### src/rtl/status_flag_controller_if.sv
// Bundle of the condition-code controller's control inputs and status outputs.
// The master side is the pipeline (Execute stage / interrupt logic); the slave side
// is the flag controller itself.
interface status_flag_controller_if #(
  parameter int NEST_DEPTH = 2,
  parameter int FLAG_W     = 4
);
  localparam int DEPTH_W = $clog2(NEST_DEPTH + 1);

  logic               stall;
  logic               alu_flag_we;
  logic [FLAG_W-1:0]  alu_flag_mask;
  logic [FLAG_W-1:0]  alu_new_status;
  logic               setc;
  logic               clrc;
  logic               jz_taken;
  logic               jn_taken;
  logic               jc_taken;
  logic               int_save;
  logic               rti_restore;
  logic [FLAG_W-1:0]  flags;
  logic [DEPTH_W-1:0] depth;
  logic               flags_changed;
  logic               err_overflow;
  logic               err_underflow;

  modport master (
    output stall, alu_flag_we, alu_flag_mask, alu_new_status, setc, clrc,
           jz_taken, jn_taken, jc_taken, int_save, rti_restore,
    input  flags, depth, flags_changed, err_overflow, err_underflow
  );

  modport slave (
    input  stall, alu_flag_we, alu_flag_mask, alu_new_status, setc, clrc,
           jz_taken, jn_taken, jc_taken, int_save, rti_restore,
    output flags, depth, flags_changed, err_overflow, err_underflow
  );
endinterface

### src/rtl/status_flag_controller.sv
// Architectural condition-code register (Z,N,C,V) with a LIFO shadow stack for
// interrupt save / RTI restore. One sequenced update per cycle:
// restore -> masked ALU merge -> SETC/CLRC -> jump-consumed clears -> push.
module status_flag_controller #(
  parameter int NEST_DEPTH = 2,
  parameter int FLAG_W     = 4
) (
  input logic                    clk,
  input logic                    rst,
  status_flag_controller_if.slave bus
);
  localparam int DEPTH_W = $clog2(NEST_DEPTH + 1);
  localparam int IDX_W   = (NEST_DEPTH > 1) ? $clog2(NEST_DEPTH) : 1;
  localparam int Z_BIT   = 0;
  localparam int N_BIT   = 1;
  localparam int C_BIT   = 2;

  logic [FLAG_W-1:0]  flags_q;
  logic [DEPTH_W-1:0] depth_q;
  logic               changed_q;
  logic               overflow_q;
  logic               underflow_q;
  logic [FLAG_W-1:0]  stack [NEST_DEPTH];

  logic               pop_ok;
  logic               push_ok;
  logic               overflow_hit;
  logic               underflow_hit;
  logic [DEPTH_W-1:0] depth_after_pop;
  logic [DEPTH_W-1:0] depth_next;
  logic [IDX_W-1:0]   top_idx;
  logic [FLAG_W-1:0]  flags_next;

  // Next CCR value, stack pointer movement and error events for this cycle.
  always_comb begin
    // NOTE: every signal gets a default first so no path leaves one unassigned (no latches).
    pop_ok        = 1'b0;
    push_ok       = 1'b0;
    overflow_hit  = 1'b0;
    underflow_hit = 1'b0;
    flags_next    = flags_q;

    pop_ok        = bus.rti_restore && (depth_q != '0);
    underflow_hit = bus.rti_restore && (depth_q == '0);
    depth_after_pop = pop_ok ? (depth_q - DEPTH_W'(1)) : depth_q;
    // After a pop the freed slot is both the popped entry and the next push slot.
    top_idx       = IDX_W'(depth_after_pop);

    if (pop_ok) begin
      flags_next = stack[top_idx];
    end else if (bus.alu_flag_we) begin
      // A restoring RTI owns the whole CCR; the ALU merge only applies otherwise.
      flags_next = (flags_q & ~bus.alu_flag_mask) | (bus.alu_new_status & bus.alu_flag_mask);
    end

    if (bus.setc) begin
      flags_next[C_BIT] = 1'b1;
    end else if (bus.clrc) begin
      flags_next[C_BIT] = 1'b0;
    end

    // Taken conditional jumps consume their flag, even one SETC just raised.
    if (bus.jz_taken) flags_next[Z_BIT] = 1'b0;
    if (bus.jn_taken) flags_next[N_BIT] = 1'b0;
    if (bus.jc_taken) flags_next[C_BIT] = 1'b0;

    push_ok      = bus.int_save && (depth_after_pop < DEPTH_W'(NEST_DEPTH));
    overflow_hit = bus.int_save && !push_ok;
    depth_next   = depth_after_pop + DEPTH_W'(push_ok);
  end

  // Register update: reset beats stall, stall freezes everything but the change pulse.
  always_ff @(posedge clk) begin
    // NOTE: sequential state uses non-blocking assignments so all registers see pre-edge values.
    if (rst) begin
      flags_q     <= '0;
      depth_q     <= '0;
      changed_q   <= 1'b0;
      overflow_q  <= 1'b0;
      underflow_q <= 1'b0;
      // NOTE: the shadow stack is explicitly cleared on reset, so it is built from flops, not RAM.
      for (int i = 0; i < NEST_DEPTH; i++) begin
        stack[i] <= '0;
      end
    end else if (bus.stall) begin
      changed_q <= 1'b0;
    end else begin
      flags_q     <= flags_next;
      depth_q     <= depth_next;
      changed_q   <= (flags_next != flags_q);
      overflow_q  <= overflow_q | overflow_hit;
      underflow_q <= underflow_q | underflow_hit;
      if (push_ok) begin
        stack[top_idx] <= flags_next;
      end
    end
  end

  assign bus.flags         = flags_q;
  assign bus.depth         = depth_q;
  assign bus.flags_changed = changed_q;
  assign bus.err_overflow  = overflow_q;
  assign bus.err_underflow = underflow_q;
endmodule
### src/flat_wrapper.sv
// flat-port wrapper written by rule: the top's interface ports become plain ports
module status_flag_controller_flat 
#(
  parameter int NEST_DEPTH = 2,
  parameter int FLAG_W     = 4
)
  (clk, rst, bus_stall, bus_alu_flag_we, bus_alu_flag_mask, bus_alu_new_status, bus_setc, bus_clrc, bus_jz_taken, bus_jn_taken, bus_jc_taken, bus_int_save, bus_rti_restore, bus_flags, bus_depth, bus_flags_changed, bus_err_overflow, bus_err_underflow);
  status_flag_controller_if #(.NEST_DEPTH(NEST_DEPTH), .FLAG_W(FLAG_W)) bus_i ();
  input logic clk;
  input logic rst;
  input wire logic [$bits(bus_i.stall)-1:0] bus_stall;
  input wire logic [$bits(bus_i.alu_flag_we)-1:0] bus_alu_flag_we;
  input wire logic [$bits(bus_i.alu_flag_mask)-1:0] bus_alu_flag_mask;
  input wire logic [$bits(bus_i.alu_new_status)-1:0] bus_alu_new_status;
  input wire logic [$bits(bus_i.setc)-1:0] bus_setc;
  input wire logic [$bits(bus_i.clrc)-1:0] bus_clrc;
  input wire logic [$bits(bus_i.jz_taken)-1:0] bus_jz_taken;
  input wire logic [$bits(bus_i.jn_taken)-1:0] bus_jn_taken;
  input wire logic [$bits(bus_i.jc_taken)-1:0] bus_jc_taken;
  input wire logic [$bits(bus_i.int_save)-1:0] bus_int_save;
  input wire logic [$bits(bus_i.rti_restore)-1:0] bus_rti_restore;
  output wire logic [$bits(bus_i.flags)-1:0] bus_flags;
  output wire logic [$bits(bus_i.depth)-1:0] bus_depth;
  output wire logic [$bits(bus_i.flags_changed)-1:0] bus_flags_changed;
  output wire logic [$bits(bus_i.err_overflow)-1:0] bus_err_overflow;
  output wire logic [$bits(bus_i.err_underflow)-1:0] bus_err_underflow;
  assign bus_i.stall = bus_stall;
  assign bus_i.alu_flag_we = bus_alu_flag_we;
  assign bus_i.alu_flag_mask = bus_alu_flag_mask;
  assign bus_i.alu_new_status = bus_alu_new_status;
  assign bus_i.setc = bus_setc;
  assign bus_i.clrc = bus_clrc;
  assign bus_i.jz_taken = bus_jz_taken;
  assign bus_i.jn_taken = bus_jn_taken;
  assign bus_i.jc_taken = bus_jc_taken;
  assign bus_i.int_save = bus_int_save;
  assign bus_i.rti_restore = bus_rti_restore;
  assign bus_flags = bus_i.flags;
  assign bus_depth = bus_i.depth;
  assign bus_flags_changed = bus_i.flags_changed;
  assign bus_err_overflow = bus_i.err_overflow;
  assign bus_err_underflow = bus_i.err_underflow;
  status_flag_controller #(.NEST_DEPTH(NEST_DEPTH), .FLAG_W(FLAG_W)) u_core (.clk(clk), .rst(rst), .bus(bus_i));
endmodule
### config.mk
export PLATFORM = sky130hd
export DESIGN_NAME = status_flag_controller_flat
export DESIGN_NICKNAME = d
export VERILOG_FILES = /design/src/rtl/status_flag_controller_if.sv /design/src/rtl/status_flag_controller.sv /design/src/flat_wrapper.sv
export SDC_FILE = /design/constraint.sdc
export NUM_CORES = 1
export LEC_CHECK = 0
export BUFFER_PORTS_ARGS = -buffer_cell sky130_fd_sc_hd__buf_4
export CAP_MARGIN = 25
export CORE_MARGIN = 2
export CORE_UTILIZATION = 31
export DETAILED_ROUTE_END_ITERATION = 10
export PLACE_DENSITY = 0.56
export SETUP_SLACK_MARGIN = 0.5
export SKIP_CTS_REPAIR_TIMING = 1
export SLEW_MARGIN = 20
export SYNTH_ARGS = -nofsm -noshare
export SYNTH_HDL_FRONTEND = slang
export SYNTH_SLANG_ARGS = --single-unit
### constraint.sdc
create_clock -name clk -period 4.75 [get_ports clk]
set_input_delay 0.475 -clock clk [delete_from_list [all_inputs] [get_ports clk]]
set_output_delay 0.475 -clock clk [all_outputs]
set_load 0.005 [all_outputs]
==> run summary <==
Clock tree synthesis found a total of 17 sinks. Setup repair after global routing left no endpoint under its margin. The HPWL reported at the end of detailed placement is 1880 um.

Sorting the synthesized cells by area gives the leading types as edfxtp_1 (23%), dfxtp_1 (17%), nor2_1 (6.1%), mux2i_1 (4.8%), o21a_1 (4.3%). The fraction of registers with async set/reset came out at 0%. The tightest min-delay check is of the in -> reg type. The die covers 3880 sq um. The unique cell type count in the Yosys netlist came out at 37. The number of global-route vias before repair came out at roughly 870. The final critical path takes up roughly 52% of the cycle. The largest net degree at the start of global routing came out at 17.

The static leakage came out at a little over 0.5 nW. The total overflow left after global routing is 0. The cell count after synthesis is between 100 and 150. The max-capacitance violation count is 0. The library cell with the largest summed area after synthesis is edfxtp_1.

The count of final setup violators is 0. At the end of routability-driven placement, the weighted congestion stood at 0.772. The power density relative to cell area came out at roughly 360 nW/um^2.

The highest-delay cell along the critical path is dfxtp_1. Global routing used 13.3% of the available tracks across all layers. In this run, synthesis inferred 8 flip-flops with an integrated enable. Fill cells in the final layout number 364.

Traced cell by cell, the critical path runs through inv_1 -> ha_1 -> nor2b_4 -> and2_2 -> a21oi_1 -> or2_2 -> nand2b_1. Buffers inserted during clock tree synthesis total 3. The later pin in the worst-skew pair is clocked with a latency of just under 0.3 ns.

The fraction of synthesized cell area taken by the top area cell type came out at ~23%. The cell sitting at the root of the clock tree is a clkbuf_4. The maximum clock frequency came out at a little over 400 MHz. The number of hold-slack violations in the final timing report came to 0.

After synthesis the netlist holds a flip-flop and latch count of 17. The number of buffers added on ports is 27. The deepest clock path buffer count came out at 2. Across the routed clock network, the largest skew measured is around 0.010 ns. The arrival time reported for the critical path endpoint came out at roughly 2.5 ns. Wires add up to 2440 um.

The critical path is of the reg -> reg type. The maximum level of the CTS H-tree is 1. The count of antenna diodes in the layout is 0.

The layout overhead on the synthesized area came out at 22.9%. For this run, design rule violations remaining after detail routing come to 0. Sequential cells were found to cover about two fifths of the synthesized design area. The routed length per placed instance came out at ~13 um. The width of the die came out at 62.3 um.

The flow ran to the end, and the final reports show no timing, DRC or antenna violations. The data required time of the worst path is 4.74 ns. The post-layout utilization of the core came out at between 30% and 40%. The most used flip-flop cell after synthesis is dfxtp_1.

The number of iterations in the first detailed-routing pass came out at 4. The Yosys step of the flow raised 0 warnings. The number of antenna violations at the first check in global routing came to 0. The share of post-route cells with drive strength above 1 came out at a little under a third. The setup TNS came out at 0 ns.

The worst setup path is captured at a flop. The largest fanout of any net on the critical path is 16. The count of nets left with antenna violations after detail routing is 0. The transition time at the pin with the least slew margin is 0.415 ns. The delay of the slowest cell on the worst path came out at between 0.5 and 0.6 ns. The max-slew violation total from the final report is 0. The boundary pin count came out at 28. TritonCTS built the clock tree. The number of nets in the synthesized netlist is between 100 and 150. The cell area after synthesis came out at 1050 sq um. After the first detailed-routing iteration, the DRC count stood at 35. The clock input transition at the sequential cells of the worst setup and hold paths is ~0.11 ns. The worst-case IR drop observed on VDD is between 0.08 and 0.09 mV. The worst path in the final design needs a cycle of 2.48 ns, including I/O delays and setup.

The core region area is 3310 sq um. The synthesized area per cell came out at approximately 9.5 sq um. The first global-routing pass estimated approximately 4000 um of wire.

The initial core utilization is 31.8%. The startpoint class of the critical path is a flop. The final layout contains between 150 and 200 nets. After floorplanning, the core was divided into 21 placement rows. The remaining max-slew budget at the tightest pin is between 70% and 80%. The via count of the routed design is just over 900.

In the routed layout, each cell is associated on average with a via count of approximately 5.0. The kind of cell with the highest combined delay along the critical path is simple AND/OR/NAND/NOR gates. Together, buffers and inverters on the worst path number 1. In this run the vertical extent of the chip is a little over 60 um.
## worst reg2reg max path, delay by kind of cell (launching register included)
family,cells,cell delay (ns)
AND/OR/NAND/NOR,4,1.14
buffers and inverters,1,0.17
AO/OA/AOI/OAI,1,0.07
flip-flops,1,0.53
adder cells (fa/ha/maj),1,0.28
## final cells by class
type	instances	area, sq um	share of cell area (%)
inverters	6	22.5	1.74
clock buffers	4	26.3	2.03
flip-flops and latches	17	420	32.5
repair buffers	27	203	15.7
multi-input cells	83	566	43.7
well taps	46	57.6	4.44
## final timing paths
path | slack [ns] | from | depth (start not counted) | endpoint
setup / recovery | 2.27 | u_core.bus.depth[0] | 7 | u_core.stack[0][3]
hold / removal | 0.43 | bus_rti_restore | 3 | u_core.bus.err_underflow
setup reg to reg | 2.27 | u_core.bus.depth[0] | 7 | u_core.stack[0][3]
hold reg to reg | 0.47 | u_core.bus.err_overflow | 2 | u_core.bus.err_overflow
## stage by stage
stage               worst slack, ns  instances  instance area (sq um)  hold slack (ns)  power [mW]
finish                         2.27        183                   1290            0.432       0.462
global route                   1.99        183                   1290            0.431       0.496
CTS                            2.26        183                   1290            0.429       0.467
detailed placement             2.28        179                   1270            0.456       0.384
global placement               2.36        179                   1270            0.462       0.382
floorplan                      2.63        111                   1050            0.448       0.344
## power breakdown
| group | total [mW] | switching (mW) | internal [mW] |
|---|---|---|---|
| logic | 0.193 | 0.0969 | 0.0962 |
| registers | 0.188 | 0.0173 | 0.171 |
| clock network | 0.0804 | 0.0477 | 0.0326 |
| total | 0.462 | 0.162 | 0.300 |
## flip-flops by register name, summed over array words and instances (netlist names)
signal	count
u_core.stack	8
u_core.bus.flags	4
u_core.bus.depth	2
u_core.bus.err_overflow	1
u_core.bus.err_underflow	1
u_core.bus.flags_changed	1
## metal layers
layer / GRT usage [%] / share of wire, %
met1: 17.6 / 46
met2: 20.0 / 46
met3: 2.90 / 5.6
met4: 7.78 / 2.1
met5: 0 / 0
## cell families (layout without fill, tap and decap cells)
group	Yosys count	in the layout	synth area share, %
and+or+nand+nor	43	43	20.2
buffers and inverters	11	37	6.41
adders and majority gates	2	2	2.37
muxes	9	9	9.38
AOI/OAI and AO/OA	26	26	19.2
xor gates and xnor gates	3	3	2.49
DFF	17	17	39.9
## cell usage in the layout (no fill, tap or decap), types with 4 or more instances in the layout
master / n
buf_4: 27
mux2i_1: 5
dfxtp_1: 9
nor3_1: 4
edfxtp_1: 8
inv_1: 6
nand2_1: 9
o21a_1: 6
nor2_1: 17
o21ai_0: 4
## cells in the mapped netlist, types with 2 or more instances
cell,instances
nor4b_1,2
clkbuf_1,2
nand2b_1,2
a211oi_2,2
edfxtp_1,8
dfxtp_1,9
inv_1,6
buf_6,2
nor3_1,4
nor2_1,17
or2_2,2
nand2_1,9
ha_1,2
o21ai_0,4
o311ai_1,2
o21a_1,6
a21oi_1,3
mux2_2,3
mux2i_1,5
xnor2_1,3
a31oi_1,2
No activity file was read; power rests on OpenSTA's default activity.
